$ cat src/rtl/gh_video_pkg.sv
// Shared definitions for the note video generator.
// Holds the 640x480@60 raster timing, the bit layout of a packed note
// position word, and a helper that pulls the x/y fields out of that word.
package gh_video_pkg;

    // Horizontal timing in pixels.
    localparam int H_ACTIVE = 640;
    localparam int H_FP     = 16;
    localparam int H_SYNC   = 96;
    localparam int H_BP     = 48;
    localparam int H_TOTAL  = H_ACTIVE + H_FP + H_SYNC + H_BP;

    // Vertical timing in lines.
    localparam int V_ACTIVE = 480;
    localparam int V_FP     = 10;
    localparam int V_SYNC   = 2;
    localparam int V_BP     = 33;
    localparam int V_TOTAL  = V_ACTIVE + V_FP + V_SYNC + V_BP;

    // Position word layout: x = [10:0], y = [21:12]; other bits are ignored.
    localparam int POS_X_LSB = 0;
    localparam int POS_X_MSB = 10;
    localparam int POS_Y_LSB = 12;
    localparam int POS_Y_MSB = 21;

    // Counter widths double as the no-wrap widths of the box edge sums.
    localparam int HCNT_W = 12;
    localparam int VCNT_W = 11;

    typedef struct packed {
        logic [POS_Y_MSB-POS_Y_LSB:0] y;
        logic [POS_X_MSB-POS_X_LSB:0] x;
    } note_pos_t;

    function automatic note_pos_t extract_pos(input logic [23:0] word);
        note_pos_t p;
        p.x = word[POS_X_MSB:POS_X_LSB];
        p.y = word[POS_Y_MSB:POS_Y_LSB];
        return p;
    endfunction

endpackage

$ cat src/rtl/gh_note_box.sv
// Hit test for one note box.
// Latches mask/position at frame start and reports whether the current
// raster position (hcnt, vcnt) falls inside the NOTE_W x NOTE_H box.
// Ports:
//   clk, rst    pixel clock, asynchronous active-high reset
//   latch       frame start: capture mask and pos this cycle
//   mask, pos   live note enable and origin
//   hcnt, vcnt  raster position being evaluated
//   hit         combinational in-box flag for (hcnt, vcnt)
module gh_note_box
    import gh_video_pkg::*;
#(
    parameter int NOTE_W = 16,
    parameter int NOTE_H = 8
)(
    input  logic              clk,
    input  logic              rst,
    input  logic              latch,
    input  logic              mask,
    input  note_pos_t         pos,
    input  logic [HCNT_W-1:0] hcnt,
    input  logic [VCNT_W-1:0] vcnt,
    output logic              hit
);

    logic      mask_q;
    note_pos_t pos_q;

    // NOTE: the frame registers are plain flops, so they take the reset;
    // a cleared mask guarantees nothing is drawn before the first latch.
    always_ff @(posedge clk or posedge rst) begin
        if (rst) begin
            mask_q <= 1'b0;
            pos_q  <= '0;
        end else if (latch) begin
            mask_q <= mask;
            pos_q  <= pos;
        end
    end

    // Pixel (0,0) is evaluated on the same edge that latches, so it must see
    // the incoming values; every other pixel uses the frame registers.
    logic              eff_mask;
    note_pos_t         eff_pos;
    logic [HCNT_W-1:0] x_lo, x_hi;
    logic [VCNT_W-1:0] y_lo, y_hi;

    assign eff_mask = latch ? mask : mask_q;
    assign eff_pos  = latch ? pos  : pos_q;

    // Edge sums are one bit wider than the fields, so they never wrap.
    assign x_lo = {1'b0, eff_pos.x};
    assign x_hi = x_lo + HCNT_W'(NOTE_W);
    assign y_lo = {1'b0, eff_pos.y};
    assign y_hi = y_lo + VCNT_W'(NOTE_H);

    assign hit = eff_mask && (hcnt >= x_lo) && (hcnt < x_hi)
                          && (vcnt >= y_lo) && (vcnt < y_hi);

endmodule

$ cat src/rtl/gh_note_video_gen.sv
// Monochrome note video generator.
// Runs a VGA-style raster and draws up to five note boxes (G,R,Y,B,O).
// Ports:
//   CLK, RST        pixel clock, asynchronous active-high reset
//   Enable          run the raster; low holds it at (0,0)
//   NoteMask        {O,B,Y,R,G} draw enables, latched at frame start
//   *Pos            box origins, x=[10:0], y=[21:12], latched at frame start
//   HSync, VSync    active-high syncs
//   VDE             active video
//   Pixel           1 = note colour
//   FrameStart      pulse aligned with pixel (0,0)
//   FrameCount      completed frames, wrapping
// All outputs are registered one cycle behind the counter state.
// Raster timing parameters default to the package values.
module gh_note_video_gen
    import gh_video_pkg::*;
#(
    parameter int NOTE_W   = 16,
    parameter int NOTE_H   = 8,
    parameter int H_ACT    = H_ACTIVE,
    parameter int H_FRONT  = H_FP,
    parameter int H_SYNC_W = H_SYNC,
    parameter int H_BACK   = H_BP,
    parameter int V_ACT    = V_ACTIVE,
    parameter int V_FRONT  = V_FP,
    parameter int V_SYNC_W = V_SYNC,
    parameter int V_BACK   = V_BP
)(
    input  logic        CLK,
    input  logic        RST,
    input  logic        Enable,
    input  logic [4:0]  NoteMask,
    input  logic [23:0] GreenPos,
    input  logic [23:0] RedPos,
    input  logic [23:0] YellowPos,
    input  logic [23:0] BluePos,
    input  logic [23:0] OrangePos,
    output logic        HSync,
    output logic        VSync,
    output logic        VDE,
    output logic        Pixel,
    output logic        FrameStart,
    output logic [15:0] FrameCount
);

    localparam logic [HCNT_W-1:0] H_ACT_END  = HCNT_W'(H_ACT);
    localparam logic [HCNT_W-1:0] H_SYNC_ON  = HCNT_W'(H_ACT + H_FRONT);
    localparam logic [HCNT_W-1:0] H_SYNC_OFF = HCNT_W'(H_ACT + H_FRONT + H_SYNC_W);
    localparam logic [HCNT_W-1:0] H_LAST     = HCNT_W'(H_ACT + H_FRONT + H_SYNC_W + H_BACK - 1);
    localparam logic [VCNT_W-1:0] V_ACT_END  = VCNT_W'(V_ACT);
    localparam logic [VCNT_W-1:0] V_SYNC_ON  = VCNT_W'(V_ACT + V_FRONT);
    localparam logic [VCNT_W-1:0] V_SYNC_OFF = VCNT_W'(V_ACT + V_FRONT + V_SYNC_W);
    localparam logic [VCNT_W-1:0] V_LAST     = VCNT_W'(V_ACT + V_FRONT + V_SYNC_W + V_BACK - 1);

    logic [HCNT_W-1:0] hcnt;
    logic [VCNT_W-1:0] vcnt;
    logic              started;   // a frame has begun since Enable rose
    logic              at_origin;
    logic              latch;
    logic              active;
    logic [4:0]        hit;
    note_pos_t [4:0]   live_pos;

    // Position bits outside the x/y fields are don't-care.
    logic unused_pos_bits;
    assign unused_pos_bits = ^{GreenPos[23:22],  GreenPos[11],
                               RedPos[23:22],    RedPos[11],
                               YellowPos[23:22], YellowPos[11],
                               BluePos[23:22],   BluePos[11],
                               OrangePos[23:22], OrangePos[11]};

    assign live_pos = {extract_pos(OrangePos), extract_pos(BluePos),
                       extract_pos(YellowPos), extract_pos(RedPos),
                       extract_pos(GreenPos)};

    assign at_origin = (hcnt == '0) && (vcnt == '0);
    assign latch     = Enable && at_origin;
    assign active    = (hcnt < H_ACT_END) && (vcnt < V_ACT_END);

    for (genvar k = 0; k < 5; k++) begin : g_box
        gh_note_box #(
            .NOTE_W (NOTE_W),
            .NOTE_H (NOTE_H)
        ) u_box (
            .clk   (CLK),
            .rst   (RST),
            .latch (latch),
            .mask  (NoteMask[k]),
            .pos   (live_pos[k]),
            .hcnt  (hcnt),
            .vcnt  (vcnt),
            .hit   (hit[k])
        );
    end

    // NOTE: all state here uses non-blocking assignments so every output is
    // computed from the same pre-edge counter values and stays aligned.
    always_ff @(posedge CLK or posedge RST) begin
        if (RST) begin
            hcnt       <= '0;
            vcnt       <= '0;
            started    <= 1'b0;
            HSync      <= 1'b0;
            VSync      <= 1'b0;
            VDE        <= 1'b0;
            Pixel      <= 1'b0;
            FrameStart <= 1'b0;
            FrameCount <= '0;
        end else if (!Enable) begin
            // Hold at the origin; a partly drawn frame is simply dropped.
            hcnt       <= '0;
            vcnt       <= '0;
            started    <= 1'b0;
            HSync      <= 1'b0;
            VSync      <= 1'b0;
            VDE        <= 1'b0;
            Pixel      <= 1'b0;
            FrameStart <= 1'b0;
        end else begin
            HSync      <= (hcnt >= H_SYNC_ON) && (hcnt < H_SYNC_OFF);
            VSync      <= (vcnt >= V_SYNC_ON) && (vcnt < V_SYNC_OFF);
            VDE        <= active;
            Pixel      <= active && (|hit);
            FrameStart <= at_origin;

            // Reaching the origin again means the previous frame completed.
            if (at_origin) begin
                started <= 1'b1;
                if (started)
                    FrameCount <= FrameCount + 16'd1;
            end

            if (hcnt == H_LAST) begin
                hcnt <= '0;
                vcnt <= (vcnt == V_LAST) ? '0 : vcnt + VCNT_W'(1);
            end else begin
                hcnt <= hcnt + HCNT_W'(1);
            end
        end
    end

endmodule

$ cat config.mk
export PLATFORM = sky130hd
export DESIGN_NAME = gh_note_video_gen
export DESIGN_NICKNAME = d
export VERILOG_FILES = /design/src/rtl/gh_video_pkg.sv /design/src/rtl/gh_note_box.sv /design/src/rtl/gh_note_video_gen.sv
export SDC_FILE = /design/constraint.sdc
export NUM_CORES = 1
export LEC_CHECK = 0
export CAP_MARGIN = 20
export CORE_MARGIN = 10
export CORE_UTILIZATION = 40
export CTS_CLUSTER_SIZE = 20
export DETAILED_ROUTE_END_ITERATION = 8
export PLACE_DENSITY = 0.64
export RECOVER_POWER = 25
export SYNTH_ARGS = -nofsm -noshare
export SYNTH_HDL_FRONTEND = slang
export SYNTH_SLANG_ARGS = --single-unit
$ cat constraint.sdc
create_clock -name CLK -period 13.7 [get_ports CLK]
set_clock_uncertainty 0.05 [all_clocks]
set_input_delay 2.74 -clock CLK [delete_from_list [all_inputs] [get_ports CLK]]
set_output_delay 2.74 -clock CLK [all_outputs]
set_load 0.05 [all_outputs]
==> out/qor.csv <==
metric,value,unit
r2r_slack,8.08,ns
cts_setup_buffers,0,
required,13.98,ns
grt_pass1_vias,9657,
finalSetupViolations,0,
finalWeightedCongestion,0.855,
worstSkewPairLatency,0.44,ns
io_pins,149,
hold_path_depth,1,
period_share,58.8,%
final_cell_mix,"ha_1 (188), dfrtp_1 (155), clkdlybuf4s50_1 (131), nand2_1 (128), inv_1 (121)",
violations,"max-capacitance violations, max-slew violations",
synth-simple-area-share,15.9,%
grt_pass1_wl,50.6,mm
synthCells,1208,
synth_xor_area_share,6.08,%
max_slew_margin,-185,%
ir_worst_vdd,0.0793,mV
synth_fa_ha_area_share,20.3,%
cp-startpoint,Enable,
cts.clk_slew.worst_paths,0.07,ns
rr_endpoint,Pixel,
final_common_cell,ha_1,
wl_per_cell,17.9,um
power_switching,624,uW
postCtsHoldBufs,0,
max_freq,124,MHz
syn_area_per_cell,9.65,um^2
worst-setup-path-type,input port to flip-flop,
clock-root-buffer,clkbuf_16,
final_layout_size_suffix_gt1_share,5.09,%
synth-main-ff-cell,dfrtp_1,
vias,9203,
syn_to_final_growth,19.6,%
synthMuxAreaShare,7.91,%
die_h,191,um
synth_top_family_by_area,adder cells,
cap_viol_max_count,1,
synth_cell_type_count,75,
hold_ws,0.420,ns
drc_errors,0,
nets,1658,
antenna_found_initial,1,
drv_slew,89,
power_density,120,nW/um^2
cts_tree,done,
grt_setup_unrepaired,false,
yosysSeqAreaShare,33.3,%
fin_setup_tns,0,ns
clock_path_buffers,2,
p_comb_share,35.7,%
wirelength,31.1,mm
hold_viol_final,0,
async_reset_ff_share,100,%
status,finished with violations,
cts_buffers,17,
worst_pin_slew,4.28,ns
path_cells,dlygate4sd3_1 > clkbuf_1 > nor4b_2 > and3_1 > nand2_4 > buf_4 > mux2i_1 > inv_1 > ha_1 > inv_1 > ha_1 > nor2b_1 > a221o_1 > a31oi_1 > nor2_1 > or4_1 > a31oi_1,
r2r_cells,17,
leakage,0.00700,uW
crit_path_max_fanout,51,
grt_max_degree,89,
numPortBuffers,133,
dieWidth,191,um
ys_warn_count,0,
fin_crit,8.06,ns
internal_power,1050,uW
cp_slowest_stage_delay,0.58,ns
grt.total_usage,17.4,%
worstHoldEndpoint,FrameCount[15],
p_clk_share,29.6,%
dr.pass1.iters,5,
ys_ff_latch,155,
ant_nets,0,
drtIter0Drc,507,
hp-start,FrameCount[15],
place_hpwl,22.9,mm
p_seq_share,34.7,%
synth_edf_count,0,
overflow,0,
cts_resized,0,
clock-sinks,155,
swShare,37.4,%
r2r-start,vcnt[1],
syn_nets,1524,
netlist_area,11700,um^2
viasPerCell,5.29,
arrival,8.35,ns
initial_core_util,40.6,%
row_count,62,
synth-compound-area-share,11.1,%
core-area,28700,um^2
finalPower,1670,uW
htreeDepth,4,
hp-class,flip-flop to flip-flop,
slowest_stage,clkbuf_1,
critPathLaunchType,input port,
end_kind,flip-flop,
final_core_util,48.6,%
die_area,36400,um^2
[cell families after synthesis]
logic type	Yosys count
and+or+nand+nor	353
buffers and inverters	147
AOI/OAI and AO/OA	193
muxes	90
xor gates and xnor gates	81
adders and majority gates	189
DFF	155
[power by group through the flow]
stage,logic [uW],registers [uW],clock network (uW)
after global routing,683,590,528
after floorplan,423,600,0
final,596,580,493
after global placement,580,585,0
after CTS,603,580,505
after detailed placement,597,589,0
[worst max-delay path by stage]
| stage | endpoint | slack, ns | depth (start not counted) |
|---|---|---|---|
| after floorplan | FrameCount[0] | 6.73 | 1 |
| after global placement | Pixel | 5.77 | 18 |
| after detailed placement | Pixel | 5.74 | 18 |
| after CTS | Pixel | 6.19 | 18 |
| after global routing | Pixel | 5.27 | 18 |
| final | Pixel | 5.64 | 17 |
[state kept, by name (all words and copies together), names as in the netlist]
register and flops:
FrameCount 16, g_box.u_box.mask_q 5, VSync 1, VDE 1, HSync 1, FrameStart 1
Pixel 1, hcnt 12, g_box.u_box.pos_q 105, started 1, vcnt 11
[synth_stat cells (8+ instances only)]
master	instances	area, um^2
nand4_1	23	144
nand3_1	38	190
nor2_1	52	195
o21ai_0	49	245
o21a_1	13	97.6
nand2_1	128	480
nor3_1	19	95.1
nand2b_1	15	93.8
a21o_1	16	120
inv_1	122	458
ha_1	188	2350
a21oi_1	36	180
mux2i_1	84	841
nor2b_1	14	87.6
o211ai_1	8	60.1
xnor2_1	57	499
nor4_1	8	50.1
xor2_1	24	210
a211oi_1	17	128
dfrtp_1	155	3880
[stage by stage]
step,worst slack (ns),instances,cell area (um^2)
after floorplan,6.73,1208,11700
after global placement,5.77,1707,13300
final,5.64,1740,13900
after CTS,6.19,1739,14000
after global routing,5.27,1740,13900
after detailed placement,5.74,1707,13300
[area by class of cell]
class                   count  area (um^2)
fillers                  2729        14800
multi-input cells         906         7130
flip-flops and latches    155         3880
repair buffers            140         1380
well taps                 384          480
inverters                 122          459
clock buffers              17          425
clock inverters            15          189
diodes                      1         2.50
[metal layers]
metal / part of all wire, % / up-vias / global-route usage [%]
met4: 2.0 / 0 / 5.06
met3: 4.5 / 49 / 3.18
met2: 47 / 211 / 28.8
met1: 46 / 4379 / 22.5
met5: 0 / - / 0
li1: - / 4564 / -
[critical path, delay by kind of cell]
family                   cells  cell delay [ns]
AND/OR/NAND/NOR              6             1.98
buffers and inverters        5             1.81
AO/OA/AOI/OAI                3             0.74
adder cells (fa/ha/maj)      2             0.58
multiplexers                 1             0.46
Note: power is estimated with default switching activity, not from simulation.
